<file path="config.mk">
export PLATFORM = sky130hd
export DESIGN_NAME = apb1_arbiter
export DESIGN_NICKNAME = d
export VERILOG_FILES = /design/src/rtl/apb1_arbiter.sv
export SDC_FILE = /design/constraint.sdc
export NUM_CORES = 1
export LEC_CHECK = 0
export ABC_AREA = 1
export CORE_AREA = 2 2 128 130
export DETAILED_ROUTE_END_ITERATION = 7
export DIE_AREA = 0 0 130 132
export PLACE_DENSITY_LB_ADDON = 0.05
export SYNTH_ARGS = -nofsm -noshare
export SYNTH_HDL_FRONTEND = slang
export SYNTH_SLANG_ARGS = --single-unit
</file>
<file path="constraint.sdc">
create_clock -name apb1_root_clk -period 1.4 [get_ports apb1_root_clk]
set_input_delay 0.28 -clock apb1_root_clk [delete_from_list [all_inputs] [get_ports apb1_root_clk]]
set_output_delay 0.28 -clock apb1_root_clk [all_outputs]
set_load 0.02 [all_outputs]
</file>
<file path="src/rtl/apb1_arbiter.sv">
// apb1_arbiter: two-master arbiter in front of the APB1 peripheral slave port.
// Master 0 is the AHB-to-APB bridge (CPU path) and master 1 is the DMA/debug path.
// The arbiter runs one registered APB transfer at a time and routes the slave
// response back to the master that owns the transfer.
// Arbitration is round-robin, or master 0 wins ties when FIXED_PRIO = 1.
// A wait-state timeout ends a stalled ACCESS with an error.
//
// Ports:
//   apb1_root_clk / apb1_root_rstn : clock, synchronous active-low reset
//   mN_psel/penable/pwrite/paddr/pwdata/pstrb/pprot : master N request side
//   mN_prdata/pready/pslverr                        : master N response side
//   psel/penable/pwrite/paddr/pwdata/pstrb/pprot    : APB1 bus request side
//   prdata/pready/pslverr                           : APB1 bus response side
//   grant       : index of the master owning the current or last transfer
//   arb_timeout : one-cycle pulse when a transfer is ended by the timeout
module apb1_arbiter #(
  parameter int ADDR_WIDTH     = 32,
  parameter int FIXED_PRIO     = 0,
  parameter int TIMEOUT_CYCLES = 255
) (
  input  logic                  apb1_root_clk,
  input  logic                  apb1_root_rstn,
  input  logic                  m0_psel,
  input  logic                  m0_penable,
  input  logic                  m0_pwrite,
  input  logic [ADDR_WIDTH-1:0] m0_paddr,
  input  logic [31:0]           m0_pwdata,
  input  logic [3:0]            m0_pstrb,
  input  logic [2:0]            m0_pprot,
  output logic [31:0]           m0_prdata,
  output logic                  m0_pready,
  output logic                  m0_pslverr,
  input  logic                  m1_psel,
  input  logic                  m1_penable,
  input  logic                  m1_pwrite,
  input  logic [ADDR_WIDTH-1:0] m1_paddr,
  input  logic [31:0]           m1_pwdata,
  input  logic [3:0]            m1_pstrb,
  input  logic [2:0]            m1_pprot,
  output logic [31:0]           m1_prdata,
  output logic                  m1_pready,
  output logic                  m1_pslverr,
  output logic                  psel,
  output logic                  penable,
  output logic                  pwrite,
  output logic [ADDR_WIDTH-1:0] paddr,
  output logic [31:0]           pwdata,
  output logic [3:0]            pstrb,
  output logic [2:0]            pprot,
  input  logic [31:0]           prdata,
  input  logic                  pready,
  input  logic                  pslverr,
  output logic                  grant,
  output logic                  arb_timeout
);

  typedef enum logic [1:0] {IDLE, SETUP, ACCESS} state_t;

  localparam bit         TO_EN  = (TIMEOUT_CYCLES != 0);
  localparam logic [7:0] TO_LIM = 8'(TIMEOUT_CYCLES);

  state_t     state, state_nxt;
  logic       any_req;
  logic       win;
  logic       load;
  logic       timeout_hit;
  logic [7:0] tcnt;

  // Requests are level-based on psel; the masters' penable carries no extra
  // information for arbitration.
  logic unused_penable;
  assign unused_penable = m0_penable ^ m1_penable;

  assign any_req = m0_psel | m1_psel;

  // On a tie, round-robin hands the bus to the master that did not have it last.
  always_comb begin
    win = m1_psel;
    if (m0_psel && m1_psel)
      win = (FIXED_PRIO != 0) ? 1'b0 : ~grant;
  end

  assign timeout_hit = TO_EN && (state == ACCESS) && !pready && (tcnt == TO_LIM);

  // State register
  always_ff @(posedge apb1_root_clk) begin
    if (!apb1_root_rstn) state <= IDLE;
    else                 state <= state_nxt;
  end

  // Next-state logic
  always_comb begin
    state_nxt = state;
    case (state)
      IDLE:    if (any_req) state_nxt = SETUP;
      SETUP:   state_nxt = ACCESS;
      ACCESS: begin
        if (timeout_hit) state_nxt = IDLE;
        else if (pready) state_nxt = any_req ? SETUP : IDLE;
      end
      default: state_nxt = IDLE;
    endcase
  end

  // Every entry into SETUP starts a new transfer, so that is where the
  // winner and its request fields are captured.
  assign load = (state_nxt == SETUP);

  always_ff @(posedge apb1_root_clk) begin
    if (!apb1_root_rstn) begin
      grant  <= 1'b1;
      pwrite <= 1'b0;
      paddr  <= '0;
      pwdata <= '0;
      pstrb  <= '0;
      pprot  <= '0;
      tcnt   <= '0;
    end else begin
      if (load) begin
        grant  <= win;
        pwrite <= win ? m1_pwrite : m0_pwrite;
        paddr  <= win ? m1_paddr  : m0_paddr;
        pwdata <= win ? m1_pwdata : m0_pwdata;
        pstrb  <= win ? m1_pstrb  : m0_pstrb;
        pprot  <= win ? m1_pprot  : m0_pprot;
      end
      if (state == SETUP)                 tcnt <= '0;
      else if (state == ACCESS && !pready) tcnt <= tcnt + 8'd1;
    end
  end

  // Output logic. The response is gated by reset so that a transfer aborted
  // by reset never returns a ready to its master.
  always_comb begin
    logic        act;
    logic        r_rdy, r_err;
    logic [31:0] r_data;
    act    = apb1_root_rstn && (state == ACCESS);
    r_rdy  = pready | timeout_hit;
    r_err  = pslverr | timeout_hit;
    r_data = timeout_hit ? 32'h0 : prdata;

    psel        = (state != IDLE);
    penable     = (state == ACCESS);
    arb_timeout = apb1_root_rstn && timeout_hit;

    m0_pready  = 1'b0;
    m0_pslverr = 1'b0;
    m0_prdata  = 32'h0;
    m1_pready  = 1'b0;
    m1_pslverr = 1'b0;
    m1_prdata  = 32'h0;
    if (act && !grant) begin
      m0_pready  = r_rdy;
      m0_pslverr = r_err;
      m0_prdata  = r_data;
    end
    if (act && grant) begin
      m1_pready  = r_rdy;
      m1_pslverr = r_err;
      m1_prdata  = r_data;
    end
  end

endmodule

</file>
Word-level counts from Yosys, hierarchy flattened
Cells that the tools add are included. W data, S select, Z words.

Flip-flop bits (word level): 83. Latch bits: 0. RAM bits: 0. Bits in read-only memories: 0. Memories: 0.

$add $sub $neg: 1. $mul: 0. Div/mod/pow operators: 0. Magnitude comparators: 0. Eq/ne operators: 4. Shift operators: 0. Mux-type cells: 18. Bitwise logic cells: 5. Reductions and logical operators: 12.

Operator list (count): $mux W32 (5); $add A8 B1 Y8 const B (1); $eq A8 B8 Y1 const B (1); $logic_and A1 B1 Y1 (7); $mux W1 (7); $mux W2 (3); $pmux W2 S3 (1); $eq A2 B1 Y1 const B (2); $mux W4 (1); $mux W3 (1); $or A1 B1 Y1 (3); $eq A2 B2 Y1 const B (1); $logic_not A1 Y1 (2); $logic_not A2 Y1 (1); $not A1 Y1 (2); $reduce_bool A2 Y1 (1); $reduce_or A2 Y1 (1).

Logic depth before layout (Yosys ltp)
Depth in word-level cells: 6. Mapped depth: 8. Gate-level depth less buffers: 8.

Worst setup path before layout
No wires, ideal clock.

Path type: register to output. From: register state[0]. To: output port m0_prdata[5]. Data arrival time: 1.506 ns. Data required time: 1.120 ns. Setup slack: -0.386 ns. Cell stages (with the launch flop): 5. Cell sequence: dfxtp_1 nor2_4 nand3b_2 buf_2 nor3_1.

Cells in the longest elaborated chain, start to end: 5. Elaborated cells on any way between the ends: 7.

Ends and longest elaborated chain: from (decl) (RTL line 62) `state_t state, state_nxt;`; from (signal assigned) (RTL line 88) `else state <= state_nxt;`; $eq A2 B2 Y1 *; via penable (RTL line 44) `output logic penable,`; $logic_and A1 B1 Y1 (2 in a row) (RTL line 83) `assign timeout_hit = TO_EN && (state == ACCESS) && !pready && (tcnt == TO_LIM);`; $mux W32 (RTL line 141) `r_data = timeout_hit ? 32'h0 : prdata;`; $mux W32 * (RTL line 153) `if (act && !grant) begin`; to (decl) (RTL line 30) `output logic [31:0] m0_prdata,`.

Mark *: on every way through the listed nets, which the timed path passes. The rest lies on a longest branch.

Final worst setup path
From: register tcnt[0]. To: output port m1_prdata[1].

Cells in the longest elaborated chain, start to end: 4.

Ends and longest elaborated chain: from (decl) (RTL line 67) `logic [7:0] tcnt;`; from (signal assigned) (RTL line 128) `else if (state == ACCESS && !pready) tcnt <= tcnt + 8'd1;`; $eq A8 B8 Y1 (RTL line 83); $logic_and A1 B1 Y1 (RTL line 83); $mux W32 (RTL line 141); $mux W32 (RTL line 158) `if (act && grant) begin`; to (decl) (RTL line 40) `output logic [31:0] m1_prdata,`.

No other way between the ends.

==> impl_metrics.env <==
export IMPL_cts_tree="done"
export IMPL_slew_violations=0
export IMPL_timing_critical_path_buf_inv=5
export IMPL_p_sw_share_pct=33.76
export IMPL_path_cells="ha_4, nand3_4, inv_4, nand3_4, buf_4, inv_6, buf_4, nor3_1, buf_2"
export IMPL_max_slew_margin_rel_pct=81.45
export IMPL_setup_viol=145
export IMPL_intPower_uw=5272
export IMPL_ys_warn_count=0
export IMPL_critical_path_top_delay_family="buffers and inverters"
export IMPL_layout_nets=1320
export IMPL_via_count=6226
export IMPL_cts_sinks=83
export IMPL_dp_hpwl_mm=13.51
export IMPL_r2r_worst_path_cells=9
export IMPL_drc=0
export IMPL_cp_end_kind="output port"
export IMPL_power_density_nw_per_um2=744.4
export IMPL_pwr_share_comb_pct=37.8
export IMPL_core_area_um2=15710
export IMPL_drive_gt1_share_pct=36.93
export IMPL_rsz0062_at_grt="true"
export IMPL_hold_path_class="flop to flop"
export IMPL_power_frac_clock_pct=28.6
export IMPL_ys_seq_area_share_pct=34.52
export IMPL_die_w_um=130
export IMPL_crit_required_ps=1120
export IMPL_port_buffers=325
export IMPL_p_switching_uw=2687
export IMPL_synth_seq_cells=83
export IMPL_ios=328
export IMPL_gp_congestion=0.7783
export IMPL_final_hold_violation_count=0
export IMPL_ctsHtreeMaxLevel=3
export IMPL_antenna_left=0
export IMPL_violations="setup timing"
export IMPL_routedWlPerCell_um=16.71
export IMPL_worst_pin_slew_ps=279.4
export IMPL_fillers=1349
export IMPL_initial_utilization_pct=30.63
export IMPL_maxCapViolations=0
export IMPL_cp_depth=9
export IMPL_grt_max_degree=42
export IMPL_via_per_inst=4.591
export IMPL_synth_avg_cell_area_um2=6.478
export IMPL_p_leak_uw=0.004827
export IMPL_grt_antenna_before_repair=0
export IMPL_area_growth_pct=122.1
export IMPL_grt_pass1_wl_mm=29.78
export IMPL_overflow=0
export IMPL_root_buffer="clkbuf_16"
export IMPL_worstPathArrival_ps=1770
export IMPL_dp_cells=1276
export IMPL_finalSetupTns_ps=-44310
export IMPL_rows=46
export IMPL_grt_pass1_vias=5621
export IMPL_synthCells=743
export IMPL_status="finished, violations left"
export IMPL_grt_usage_pct=21.98
export IMPL_clk_pin_slew_ps=60
export IMPL_slowest_stage="dfxtp_2"
export IMPL_seq_power_share_pct=33.6
export IMPL_r2r_setup_slack_ps=-110
export IMPL_fin_cells=1356
export IMPL_fin_skew_ps=8.401
export IMPL_ir_drop_v=0.0004863
export IMPL_worstSetupPathType="flop to output port"
export IMPL_cts_buffers=9
export IMPL_die_area_um2=17160
export IMPL_routed_wl_mm=22.66
export IMPL_clk_latency_ps=340
export IMPL_drt_iter0_markers=188
export IMPL_synth_distinct_cells=29
export IMPL_die_h_um=132
export IMPL_path_max_fanout=4
export IMPL_worst_slack_ps=-649.2
export IMPL_antenna_cells=0
export IMPL_holdPathStages=2
export IMPL_crit_path_start_kind="flop"
export IMPL_synth_area_um2=4813
export IMPL_firstDrtPassIters=4
export IMPL_cts_buffer_depth=2
export IMPL_fmax_ghz=0.4880
export IMPL_period_minus_slack_ps=2049
export IMPL_synth_nets=928
export IMPL_finalCritPeriodShare_pct=146.4
export IMPL_critical_path_max_stage_delay_ps=350
[worst paths after layout]
check	endpoint	from
max	m1_prdata[1]	tcnt[0]$_SDFFE_PP0P_
min	pwdata[12]$_SDFFE_PN0N_	pwdata[12]$_SDFFE_PN0N_
max reg2reg	paddr[26]$_SDFFE_PN0N_	state[1]$_SDFF_PN0_
min reg2reg	pwdata[12]$_SDFFE_PN0N_	pwdata[12]$_SDFFE_PN0N_
[synth_stat cells (all sizes together)]
| cell | count | area share [%] |
|---|---|---|
| clkbuf | 7 | 0.55 |
| nand3b | 1 | 0.23 |
| nor3 | 66 | 9.2 |
| clkinv | 1 | 0.18 |
| or2 | 2 | 0.26 |
| ha | 1 | 0.26 |
| nor2 | 13 | 1.3 |
| nand4 | 2 | 0.26 |
| nand3 | 6 | 0.99 |
| inv | 46 | 3.6 |
| a21oi | 83 | 11 |
| dfxtp | 83 | 35 |
| nand2 | 382 | 30 |
| o21ai | 7 | 0.96 |
| buf | 43 | 6.6 |
[cell type report]
type | count | area (um2) | area share [%]
clock buffers | 9 | 225.2 | 2.106
multi-input cells | 563 | 3448 | 32.25
clock inverters | 7 | 52.55 | 0.4915
flip-flops and latches | 83 | 1677 | 15.68
repair inverters | 1 | 8.758 | 0.08191
inverters | 47 | 222.7 | 2.083
repair buffers | 430 | 4788 | 44.78
well taps | 216 | 270.3 | 2.527
[placed cells by master, fill, tap and decap left out, types with 3 or more instances in the layout]
cell	Yosys	layout
clkdlybuf4s50_1	0	178
clkinvlp_4	0	5
a21oi_2	28	51
dfxtp_1	83	75
dlygate4sd2_1	0	74
nand3_4	1	3
buf_16	0	11
a21oi_4	0	3
clkbuf_16	0	27
nand3_1	4	3
nand2_2	10	78
nor2_4	1	3
buf_6	11	73
buf_4	10	54
a21oi_1	55	29
inv_1	43	38
nor2_1	10	10
nand2_4	0	3
nand2_1	372	300
nor3_2	20	27
buf_8	1	5
dfxtp_2	0	6
buf_12	0	14
o21ai_0	6	5
nor3_4	1	37
inv_2	3	3
[worst register-to-register path: stages, from the launching register on]
cell	delay, ps
dfxtp_2	350
inv_4	50
buf_6	110
buf_6	110
o21ai_4	220
buf_12	160
buf_12	130
clkbuf_16	160
nand2_2	50
a21oi_2	110
[what timing repair did]
| action | 4_1_cts | 5_1_grt |
|---|---|---|
| setup endpoints to repair | 219 | 148 |
| gates cloned | 4 | 26 |
| gates resized for setup | 512 | 164 |
| buffers inserted | 27 | 9 |
| pin swaps | 3 | 54 |
| hold buffers | 0 | 0 |
[metal layers]
metal	track usage (%)	vias to the layer above	share of wire, %
met5	0	-	0
met4	8.483	0	3.5
met3	6.899	46	7.7
met2	38.57	250	50
met1	24.52	2811	39
li1	-	3119	-
[cell families after synthesis]
kind of cell	Yosys count	share of synthesized area, %
AOI/OAI and AO/OA	90	11.78
adders and majority gates	1	0.2599
buffers and inverters	97	10.94
DFF	83	34.52
and+or+nand+nor	472	42.50
[power groups by stage]
stage	clock (uW)	sequential [uW]	combinational (uW)
floorplan	0	2940	967
global placement	0	2700	2400
detailed placement	0	2710	2410
CTS	2310	2650	2420
global route	2430	2700	3210
finish	2280	2670	3010
[metrics by stage]
step / hold WS (ps) / total power [uW] / util [%] / area [um2] / setup slack (ps)
CTS: 461.3 / 7380 / 60.88 / 9565 / -665.2
finish: 456.9 / 7959 / 68.05 / 10690 / -649.2
global route: 470.5 / 8337 / 68.05 / 10690 / -732.0
floorplan: 458.4 / 3906 / - / 5296 / -212.4
detailed placement: 454.4 / 5119 / 56.67 / 8905 / -988.2
global placement: 450.2 / 5109 / 56.67 / 8905 / -976.1
[sequential cells by signal (all words and copies together), names as in the netlist]
name	flops
pprot	3
pstrb	4
grant	1
paddr	32
pwrite	1
tcnt	8
state	2
pwdata	32
No activity file was read; power rests on OpenSTA's default activity.
